<file path="config.mk">
export PLATFORM = sky130hd
export DESIGN_NAME = imem_loader_flat
export DESIGN_NICKNAME = d
export VERILOG_FILES = /design/src/rtl/imem_loader_pkg.sv /design/src/rtl/imem_loader_if.sv /design/src/rtl/imem_loader_word_assembler.sv /design/src/rtl/imem_loader.sv /design/src/flat_wrapper.sv
export SDC_FILE = /design/constraint.sdc
export NUM_CORES = 1
export LEC_CHECK = 0
export ABC_AREA = 0
export CAP_MARGIN = 20
export CORE_MARGIN = 5
export CORE_UTILIZATION = 50
export DETAILED_ROUTE_END_ITERATION = 6
export GPL_ROUTABILITY_DRIVEN = 0
export MAX_ROUTING_LAYER = met4
export PLACE_DENSITY_LB_ADDON = 0.08
export SLEW_MARGIN = 20
export SYNTH_ARGS = -nofsm -noshare
export SYNTH_HDL_FRONTEND = slang
export SYNTH_SLANG_ARGS = --single-unit
</file>
<file path="constraint.sdc">
create_clock -name clk -period 3.15 [get_ports clk]
set_input_delay 0.4725 -clock clk [delete_from_list [all_inputs] [get_ports clk]]
set_output_delay 0.4725 -clock clk [all_outputs]
set_load 0.01 [all_outputs]
</file>
<file path="src/rtl/imem_loader_pkg.sv">
// Shared types and constants for the boot-time instruction memory loader.
package imem_loader_pkg;

    typedef enum logic [2:0] {
        IDLE,
        LEN_HI,
        LEN_LO,
        DATA,
        CHECK,
        DONE,
        ERROR
    } loader_state_t;

    localparam logic [7:0] CHECKSUM_INIT    = 8'h00;
    localparam int         LOADER_LEN_BYTES = 2;

endpackage

</file>
<file path="src/rtl/imem_loader_if.sv">
// Host byte stream (valid/ready) plus the imem write port driven by the loader.
interface imem_loader_if #(
    parameter int ADDR_WIDTH = 10
);
    logic [7:0]            rx_data;
    logic                  rx_valid;
    logic                  rx_ready;
    logic                  imem_we;
    logic [ADDR_WIDTH-1:0] imem_addr;
    logic [31:0]           imem_wd;

    modport master (output rx_data, rx_valid, input rx_ready, imem_we, imem_addr, imem_wd);
    modport slave  (input rx_data, rx_valid, output rx_ready, imem_we, imem_addr, imem_wd);
endinterface

</file>
<file path="src/rtl/imem_loader_word_assembler.sv">
// Packs four big-endian bytes into a 32-bit word; word_valid pulses one cycle
// after the fourth byte and word_out holds the word until the next one.
module imem_loader_word_assembler (
    input  logic        clk,
    input  logic        reset_n,
    input  logic        clear,
    input  logic        byte_valid,
    input  logic [7:0]  byte_in,
    output logic [1:0]  byte_idx,
    output logic        word_valid,
    output logic [31:0] word_out
);
    logic [23:0] hi_bytes;

    always_ff @(posedge clk or negedge reset_n) begin
        if (!reset_n) begin
            byte_idx   <= 2'd0;
            hi_bytes   <= 24'd0;
            word_valid <= 1'b0;
            word_out   <= 32'd0;
        end else begin
            word_valid <= 1'b0;
            if (clear) begin
                byte_idx <= 2'd0;
                hi_bytes <= 24'd0;
            end else if (byte_valid) begin
                byte_idx <= byte_idx + 2'd1;
                case (byte_idx)
                    2'd0:    hi_bytes[23:16] <= byte_in;
                    2'd1:    hi_bytes[15:8]  <= byte_in;
                    2'd2:    hi_bytes[7:0]   <= byte_in;
                    default: begin
                        word_out   <= {hi_bytes, byte_in};
                        word_valid <= 1'b1;
                    end
                endcase
            end
        end
    end
endmodule

</file>
<file path="src/rtl/imem_loader.sv">
// Boot loader: parses LEN/data/checksum frames, writes imem sequentially and
// releases cpu_hold only once the XOR checksum of the data bytes matches.
module imem_loader
    import imem_loader_pkg::*;
#(
    parameter int ADDR_WIDTH = 10,
    parameter int BASE_ADDR  = 0
) (
    input  logic                clk,
    input  logic                reset_n,
    input  logic                start,
    imem_loader_if.slave        bus,
    output logic                cpu_hold,
    output logic                done,
    output logic                error,
    output logic [ADDR_WIDTH:0] words_written
);
    loader_state_t                 state;
    logic [8*LOADER_LEN_BYTES-1:0] len;
    logic [8*LOADER_LEN_BYTES-1:0] len_next;
    logic [7:0]                    csum;
    logic [ADDR_WIDTH-1:0]         addr;
    logic [1:0]                    byte_idx;
    logic                          accept, restart, last_word;

    assign bus.rx_ready = (state == LEN_HI) || (state == LEN_LO) ||
                          (state == DATA)   || (state == CHECK);
    assign accept    = bus.rx_valid && bus.rx_ready;
    assign restart   = start && ((state == IDLE) || (state == DONE) || (state == ERROR));
    assign len_next  = {len[15:8], bus.rx_data};
    // Write count lags acceptance by two cycles but words are >= 4 cycles apart.
    assign last_word = (32'(words_written) + 32'd1) == 32'(len);
    assign bus.imem_addr = addr;

    imem_loader_word_assembler u_asm (
        .clk        (clk),
        .reset_n    (reset_n),
        .clear      (restart),
        .byte_valid (accept && (state == DATA)),
        .byte_in    (bus.rx_data),
        .byte_idx   (byte_idx),
        .word_valid (bus.imem_we),
        .word_out   (bus.imem_wd)
    );

    always_ff @(posedge clk or negedge reset_n) begin
        if (!reset_n) begin
            state         <= IDLE;
            len           <= '0;
            csum          <= CHECKSUM_INIT;
            addr          <= ADDR_WIDTH'(BASE_ADDR);
            words_written <= '0;
            cpu_hold      <= 1'b1;
            done          <= 1'b0;
            error         <= 1'b0;
        end else begin
            if (bus.imem_we) begin
                addr          <= addr + ADDR_WIDTH'(1);
                words_written <= words_written + (ADDR_WIDTH+1)'(1);
            end
            case (state)
                IDLE, DONE, ERROR: if (start) begin
                    state         <= LEN_HI;
                    csum          <= CHECKSUM_INIT;
                    addr          <= ADDR_WIDTH'(BASE_ADDR);
                    words_written <= '0;
                    cpu_hold      <= 1'b1;
                    done          <= 1'b0;
                    error         <= 1'b0;
                end
                LEN_HI: if (accept) begin
                    len[15:8] <= bus.rx_data;
                    state     <= LEN_LO;
                end
                LEN_LO: if (accept) begin
                    len[7:0] <= bus.rx_data;
                    if (32'(len_next) > (32'd1 << ADDR_WIDTH)) begin
                        state <= ERROR;
                        error <= 1'b1;
                    end else if (len_next == '0) begin
                        state <= CHECK;
                    end else begin
                        state <= DATA;
                    end
                end
                DATA: if (accept) begin
                    csum <= csum ^ bus.rx_data;
                    if (byte_idx == 2'd3 && last_word) state <= CHECK;
                end
                CHECK: if (accept) begin
                    if (bus.rx_data == csum) begin
                        state    <= DONE;
                        done     <= 1'b1;
                        cpu_hold <= 1'b0;
                    end else begin
                        state <= ERROR;
                        error <= 1'b1;
                    end
                end
                default: state <= IDLE;
            endcase
        end
    end
endmodule
</file>
<file path="src/flat_wrapper.sv">
// flat-port wrapper written by rule: the top's interface ports become plain ports
module imem_loader_flat import imem_loader_pkg::*;
#(
    parameter int ADDR_WIDTH = 10,
    parameter int BASE_ADDR  = 0
)
  (clk, reset_n, start, cpu_hold, done, error, words_written, bus_rx_data, bus_rx_valid, bus_rx_ready, bus_imem_we, bus_imem_addr, bus_imem_wd);
  imem_loader_if #(.ADDR_WIDTH(ADDR_WIDTH)) bus_i ();
  input  logic clk;
  input  logic reset_n;
  input  logic start;
  output logic cpu_hold;
  output logic done;
  output logic error;
  output logic [ADDR_WIDTH:0] words_written;
  input wire logic [$bits(bus_i.rx_data)-1:0] bus_rx_data;
  input wire logic [$bits(bus_i.rx_valid)-1:0] bus_rx_valid;
  output wire logic [$bits(bus_i.rx_ready)-1:0] bus_rx_ready;
  output wire logic [$bits(bus_i.imem_we)-1:0] bus_imem_we;
  output wire logic [$bits(bus_i.imem_addr)-1:0] bus_imem_addr;
  output wire logic [$bits(bus_i.imem_wd)-1:0] bus_imem_wd;
  assign bus_i.rx_data = bus_rx_data;
  assign bus_i.rx_valid = bus_rx_valid;
  assign bus_rx_ready = bus_i.rx_ready;
  assign bus_imem_we = bus_i.imem_we;
  assign bus_imem_addr = bus_i.imem_addr;
  assign bus_imem_wd = bus_i.imem_wd;
  imem_loader #(.ADDR_WIDTH(ADDR_WIDTH), .BASE_ADDR(BASE_ADDR)) u_core (.clk(clk), .reset_n(reset_n), .start(start), .bus(bus_i), .cpu_hold(cpu_hold), .done(done), .error(error), .words_written(words_written));
endmodule
</file>
; ---- Yosys cells after proc, flatten, opt, wreduce, memory -nomap -nowiden
; Index checks and enable logic that the tools add are counted.
[word_totals]
regBits = 110
input_bits = 12
wordCells = 116
[op_classes]
addsub = 4
magnitude_cmp = 1
n_eq_ne = 20
muxes = 42
bitwise_logic = 3
reduce_logical = 31
[op_table]
columns = operator, n
row1 = two-way mux 24 bit, 2
row2 = two-way mux 8 bit, 5
row3 = two-way mux 11 bit, 3
row4 = == test 32 x 16 -> 1 bit, 1
row5 = two-way mux 10 bit, 3
row6 = two-way mux 3 bit, 8
row7 = > comparator 16 x 11 -> 1 bit (second input constant), 1
row8 = logical NOT 16 bit, 1
row9 = case mux 8 bit (2 select lines), 1
row10 = case mux 3 bit (5 select lines), 1
row11 = two-way mux 1 bit, 13
row12 = adder 11 x 1 -> 12 bit (second input constant), 1
row13 = AND reduction 6 bit, 2
row14 = nonzero test 2 bit, 6
row15 = adder 11 x 1 -> 11 bit (second input constant), 1
row16 = adder 10 x 1 -> 10 bit (second input constant), 1
row17 = != test 2 bit (second input constant), 5
row18 = AND reduction 2 bit, 5
row19 = == test 3 bit (second input constant), 3
row20 = == test 8 bit, 1
row21 = != test 2 x 1 -> 1 bit (second input constant), 4
row22 = XOR 8 bit, 1
row23 = == test 3 x 2 -> 1 bit (second input constant), 2
row24 = two-way mux 2 bit, 3
row25 = 15 further kinds, 27

; ---- Logic depth before layout (Yosys ltp)
[logic_depth]
depth_word = 8
ltp_mapped = 8

; ---- By module
; Synthesis repeated with hierarchy kept, for this count alone.
[unflattened]
hier_cells = 495
area_unflattened_um2 = 5497.8
[by_module_without_submodules]
columns = mod, instances, cells_each, area_per_inst_um2
row1 = imem_loader, 1, 302, 2860.2
row2 = imem_loader_word_assembler, 1, 193, 2637.5

; ---- Worst setup path before layout
; No wires, ideal clock.
[synth_timing]
path_kind = register to register
start = register u_core.words_written[2]
end = register u_core.state[1]
setup_time_ns = 0.129
arrival_time_ns = 1.850
path_slack_ns = 1.171
path_stages_with_launch = 9
synth_period_minus_slack_ns = 1.979
path_cell_list = dfrtp_1 -> buf_2 -> and3_1 -> clkbuf_1 -> xnor2_1 -> o2111ai_1 -> a2111o_1 -> nor4_2 -> a211oi_1
[synth_via]
elab_chain_len = 5
[synth_lines]
columns = element, line_no
row1 = "start, declared", imem_loader.sv:16  ; output logic [ADDR_WIDTH:0] words_written
row2 = "start signal, assigned", imem_loader.sv:59  ; words_written <= words_written + (ADDR_WIDTH+1)'(1);
row3 = adder 11 x 1 -> 12 bit, imem_loader.sv:32  ; assign last_word = (32'(words_written) + 32'd1) == 32'(len);
row4 = == test 32 x 16 -> 1 bit, imem_loader.sv:32
row5 = logical AND 1 bit, imem_loader.sv:88  ; if (byte_idx == 2'd3 && last_word) state <= CHECK;
row6 = != test 2 bit (no line), --
row7 = AND reduction 6 bit (no line), --
row8 = "end signal, assigned", imem_loader.sv:88
row9 = "end signal, assigned", imem_loader.sv:92  ; state <= DONE;
row10 = "end signal, assigned", imem_loader.sv:96  ; state <= ERROR;
row11 = "end, declared", imem_loader.sv:18  ; loader_state_t state;
; No other way between the ends.
; A chain may end at the register's enable or synchronous reset.

; ---- Worst setup path in the final report
[layout_timing]
start = register u_core.state[0]
end = output bus_rx_ready
[layout_via]
elab_chain_len = 4
word_cells_on_any_way = 7
classes_between = eq/ne (4) / reduce/logical (3)
[layout_lines]
columns = element, line_no
row1 = "start signal, assigned", imem_loader.sv:48  ; state <= IDLE;
row2 = "start signal, assigned", imem_loader.sv:63  ; state <= LEN_HI;
row3 = "start signal, assigned", imem_loader.sv:73  ; state <= LEN_LO;
row4 = == test 3 x 1 -> 1 bit / == test 3 x 2 -> 1 bit (equally long branches), imem_loader.sv:26  ; assign bus.rx_ready = (state == LEN_HI) || (state == LEN_LO) ||
row5 = logical OR 1 bit (2 in series), imem_loader.sv:26
row6 = logical OR 1 bit *, imem_loader.sv:27  ; (state == DATA) || (state == CHECK);
row7 = "end, declared", flat_wrapper.sv:18  ; output wire logic [$bits(bus_i.rx_ready)-1:0] bus_rx_ready;
; Mark *: on every way between the ends. The rest lies on a longest branch, timed or not.

==> reports/metrics.csv <==
stage,metric,value,unit
yosys,Synth Net Count,524,
sta,Peak Freq,416,MHz
yosys,Synth Area in Compound Gates,0.0839,
sta,setup TNS,0,ns
critical_path,crit path cell chain,nor2_1 -> xnor2_1 -> clkdlybuf4s50_1,
place,I/O Buffers,69,
yosys,Post-Syn Area,5260,um^2
yosys,largest family of logic cells by synthesized area,simple AND/OR/NAND/NOR gates,
routing,metal3 WL,525,um
layout,Final Instance Area,6280,um^2
place,pre-CTS WS,0.517,ns
floorplanning,die area,12700,um^2
cts,CTS Buf Count,9,
layout,antenna diode count,0,
routing,WL met1,5.58,mm
floorplanning,starting density of the core,0.512,
cts,Skew-Pair Late Insertion Delay,0.37,ns
yosys,top cell type's share of synthesized area,0.518,
sta,unrepaired setup endpoints after global routing,false,
yosys,Post-synth top flop,dfrtp_1,
routing,router iterations before antenna repair,4,
sta,Max Slew Vio Count,0,
power_and_ir_drop,VDD IR-drop max,0.000417,V
yosys,"Avg Cell Area, Syn",10.4,um^2
sta,fin crit share,0.762,
global_routing,antenna violations before repair,0,
power_and_ir_drop,Final Total Pwr,4.93,mW
sta,Setup WS post-layout,0.749,ns
critical_path,reg2reg start,u_core.words_written[0]$_DFF_PN0_,
cts,H-tree levels,3,
routing,WL/cell,17.3,um
critical_path,Crit Reg-Reg Endpoint,u_core.state[1]$_DFFE_PN0P_,
layout,"most common cell after layout, fill and taps aside",dfrtp_1,
cts,CTS Hold Bufs,0,
run,number of max-cap violations,0,
layout,Final nets,582,
cts,root buf cell,clkbuf_8,
routing,DRC,0,
floorplanning,Die Wd,113,um
yosys,adder-cell share of the synthesized area,0.0166,
floorplanning,Core ar.,10300,um^2
sta,Worst slew margin,0.509,
critical_path,CP endpoint kind,primary output,
routing,Via density,5.61,
layout,fillers,899,
sta,clock skew,0.0132,ns
critical_path,CP bufs+invs,1,
critical_path,"Req. time, crit path",2.68,ns
yosys,simple-gate portion of the synthesized area,0.164,
run_status,outcome,"finished, final reports clean",
sta,Final Hold Slack,0.120,ns
critical_path,WS Path Type,flip-flop to primary output,
global_routing,total track usage,0.205,
yosys,Synth Area in XOR/XNOR,0.0749,
critical_path,Worst R2R Path Depth,6,
routing,met2 wire length,5.92,mm
global_routing,largest net degree at the start of global routing,60,
critical_path,flop2flop setup slack,0.84,ns
sta,Final Hold Viols,0,
layout,area used by multi-input combinational logic,2370,um^2
yosys,Yosys top cell by area,dfrtp_1,
routing,vias post-DR,3946,
yosys,number of synthesized flops with an enable pin,0,
yosys,ys async rst share,1.00,
layout,FF/Latch Area,2750,um^2
place,Post-Place Cell Area,6100,um^2
critical_path,CP Launch Type,flip-flop,
global_routing,vias in the first global route,4054,
yosys,synth warn,0,
sta,setup violators final,0,
critical_path,crit path max-delay cell type,dfrtp_1,
power_and_ir_drop,power per cell area,785,nW/um^2
routing,WL final,12.1,mm
cts,CTS tree,built,
critical_path,Arrival @ worst endpoint,1.93,ns
yosys,Yosys cell types,51,
critical_path,Top delay family on crit path,flip-flops,
layout,share of layout cells above drive strength 1,0.151,
cts,clock sinks,110,
layout,layout overhead on the synthesized area,19.4,%
floorplanning,I/O pins,70,
yosys,Mapped Cells,505,
routing,highest metal used,met4,
yosys,mux share of post-synthesis cell area,0.108,
cts,Longest Clk Path Bufs,2,
floorplanning,chip height,113,um
sta,Slew @ Worst Pin,0.734,ns
yosys,"Seq/Total Area, Yosys",0.523,
yosys,#FFs+latches synth,110,
critical_path,CP max FO,17,
power_and_ir_drop,Lkg Pwr,2.74,nW
worst_hold_path,Worst Hold Class,input pin to asynchronous set/reset pin,
place,dpl hpwl,8.47,mm
global_routing,grt total ovfl,0,
floorplanning,num rows,37,
sta,Tmin final,2.40,ns
cts,PostCTS Resize Cnt,0,
layout,most frequent cells in the layout,"dfrtp_1 (109), clkdlybuf4s50_1 (68), nand2_1 (54)",
cts,Worst-path clk slew,0.10,ns
cts,setup repair bufs after CTS,0,
global_routing,first-pass GRT wire length,20.6,mm
routing,final antenna-violating net count,0,
yosys,Synth area leaders,"dfrtp_1 (52%), mux2_2 (10%), xor2_1 (4.5%)",
critical_path,worst stage delay on the critical path,0.68,ns
routing,DRT iter0 DRCs,308,
==> sequential cells by signal, indices dropped and copies added (netlist names) <==
register	count
u_core.u_asm.word_valid	1
u_core.state	3
u_core.u_asm.byte_idx	2
u_core.done	1
u_core.words_written	11
u_core.len	16
u_core.bus.imem_addr	10
u_core.u_asm.word_out	32
u_core.u_asm.hi_bytes	24
u_core.csum	8
u_core.cpu_hold	1
u_core.error	1
==> power by group <==
group	switching, mW	leakage (nW)	total, mW	internal [mW]
combinational	0.891	1.19	1.84	0.953
sequential	0.427	1.45	2.29	1.86
clock	0.484	0.0943	0.802	0.318
==> worst register-to-register path: stages (launching register included) <==
cell,delay (ns)
dfrtp_1,0.53
ha_1,0.30
nand3_1,0.25
and4_1,0.28
o32ai_1,0.53
nor4_2,0.12
a211oi_1,0.22
==> cell families after synthesis <==
| group | after synthesis |
|---|---|
| flops | 110 |
| xor+xnor | 45 |
| compound gates | 73 |
| buf+inv | 38 |
| fa+ha+maj | 7 |
| simple gates | 181 |
| mux | 51 |
==> metal layers <==
layer,vias to the layer above,track usage
li1,1865,-
met1,1969,0.281
met2,104,0.324
met3,8,0.0399
met4,0,0.0385
met5,-,-
==> per-stage QoR <==
step                std cells  utilization
global route              704        0.611
detailed placement        688        0.593
CTS                       704        0.611
global placement          688        0.593
finish                    704        0.611
floorplan                 505            -
==> layout make-up <==
class | instances | share of cell area
Tap cell | 136 | 0.0271
Multi-Input combinational cell | 357 | 0.377
Clock inverter | 5 | 0.00637
Sequential cell | 110 | 0.438
Clock buffer | 11 | 0.0225
Timing Repair Buffer | 81 | 0.126
Inverter | 4 | 0.00239
==> synthesized netlist by cell type, types with 3 or more instances <==
| cell | n |
|---|---|
| clkbuf_1 | 24 |
| a31oi_1 | 3 |
| nor3_1 | 3 |
| inv_1 | 4 |
| and3_1 | 6 |
| mux2_2 | 48 |
| nand2_1 | 54 |
| nand3_1 | 34 |
| nor2b_1 | 3 |
| nor2_1 | 48 |
| xor2_1 | 27 |
| nand4_1 | 9 |
| o21ai_0 | 22 |
| buf_1 | 5 |
| nand2b_1 | 6 |
| dfrtp_1 | 109 |
| xnor2_1 | 18 |
| nor4_1 | 5 |
| buf_2 | 4 |
| a21oi_1 | 29 |
| mux2i_1 | 3 |
| ha_1 | 7 |
==> how the worst max path moves through the flow <==
stage / endpoint / cells past startpoint / slack (ns) / startpoint
after floorplan: u_core.state[1]$_DFFE_PN0P_ / 8 / 1.17 / u_core.words_written[2]$_DFF_PN0_
after global placement: u_core.error$_DFFE_PN0P_ / 7 / 0.57 / bus_rx_data[7]
after detailed placement: u_core.error$_DFFE_PN0P_ / 7 / 0.52 / bus_rx_data[4]
after CTS: bus_rx_ready / 3 / 0.73 / u_core.state[0]$_DFFE_PN0P_
after global routing: bus_rx_ready / 3 / 0.61 / u_core.state[0]$_DFFE_PN0P_
final: bus_rx_ready / 3 / 0.75 / u_core.state[0]$_DFFE_PN0P_
Power figures use the tool's default switching activity.
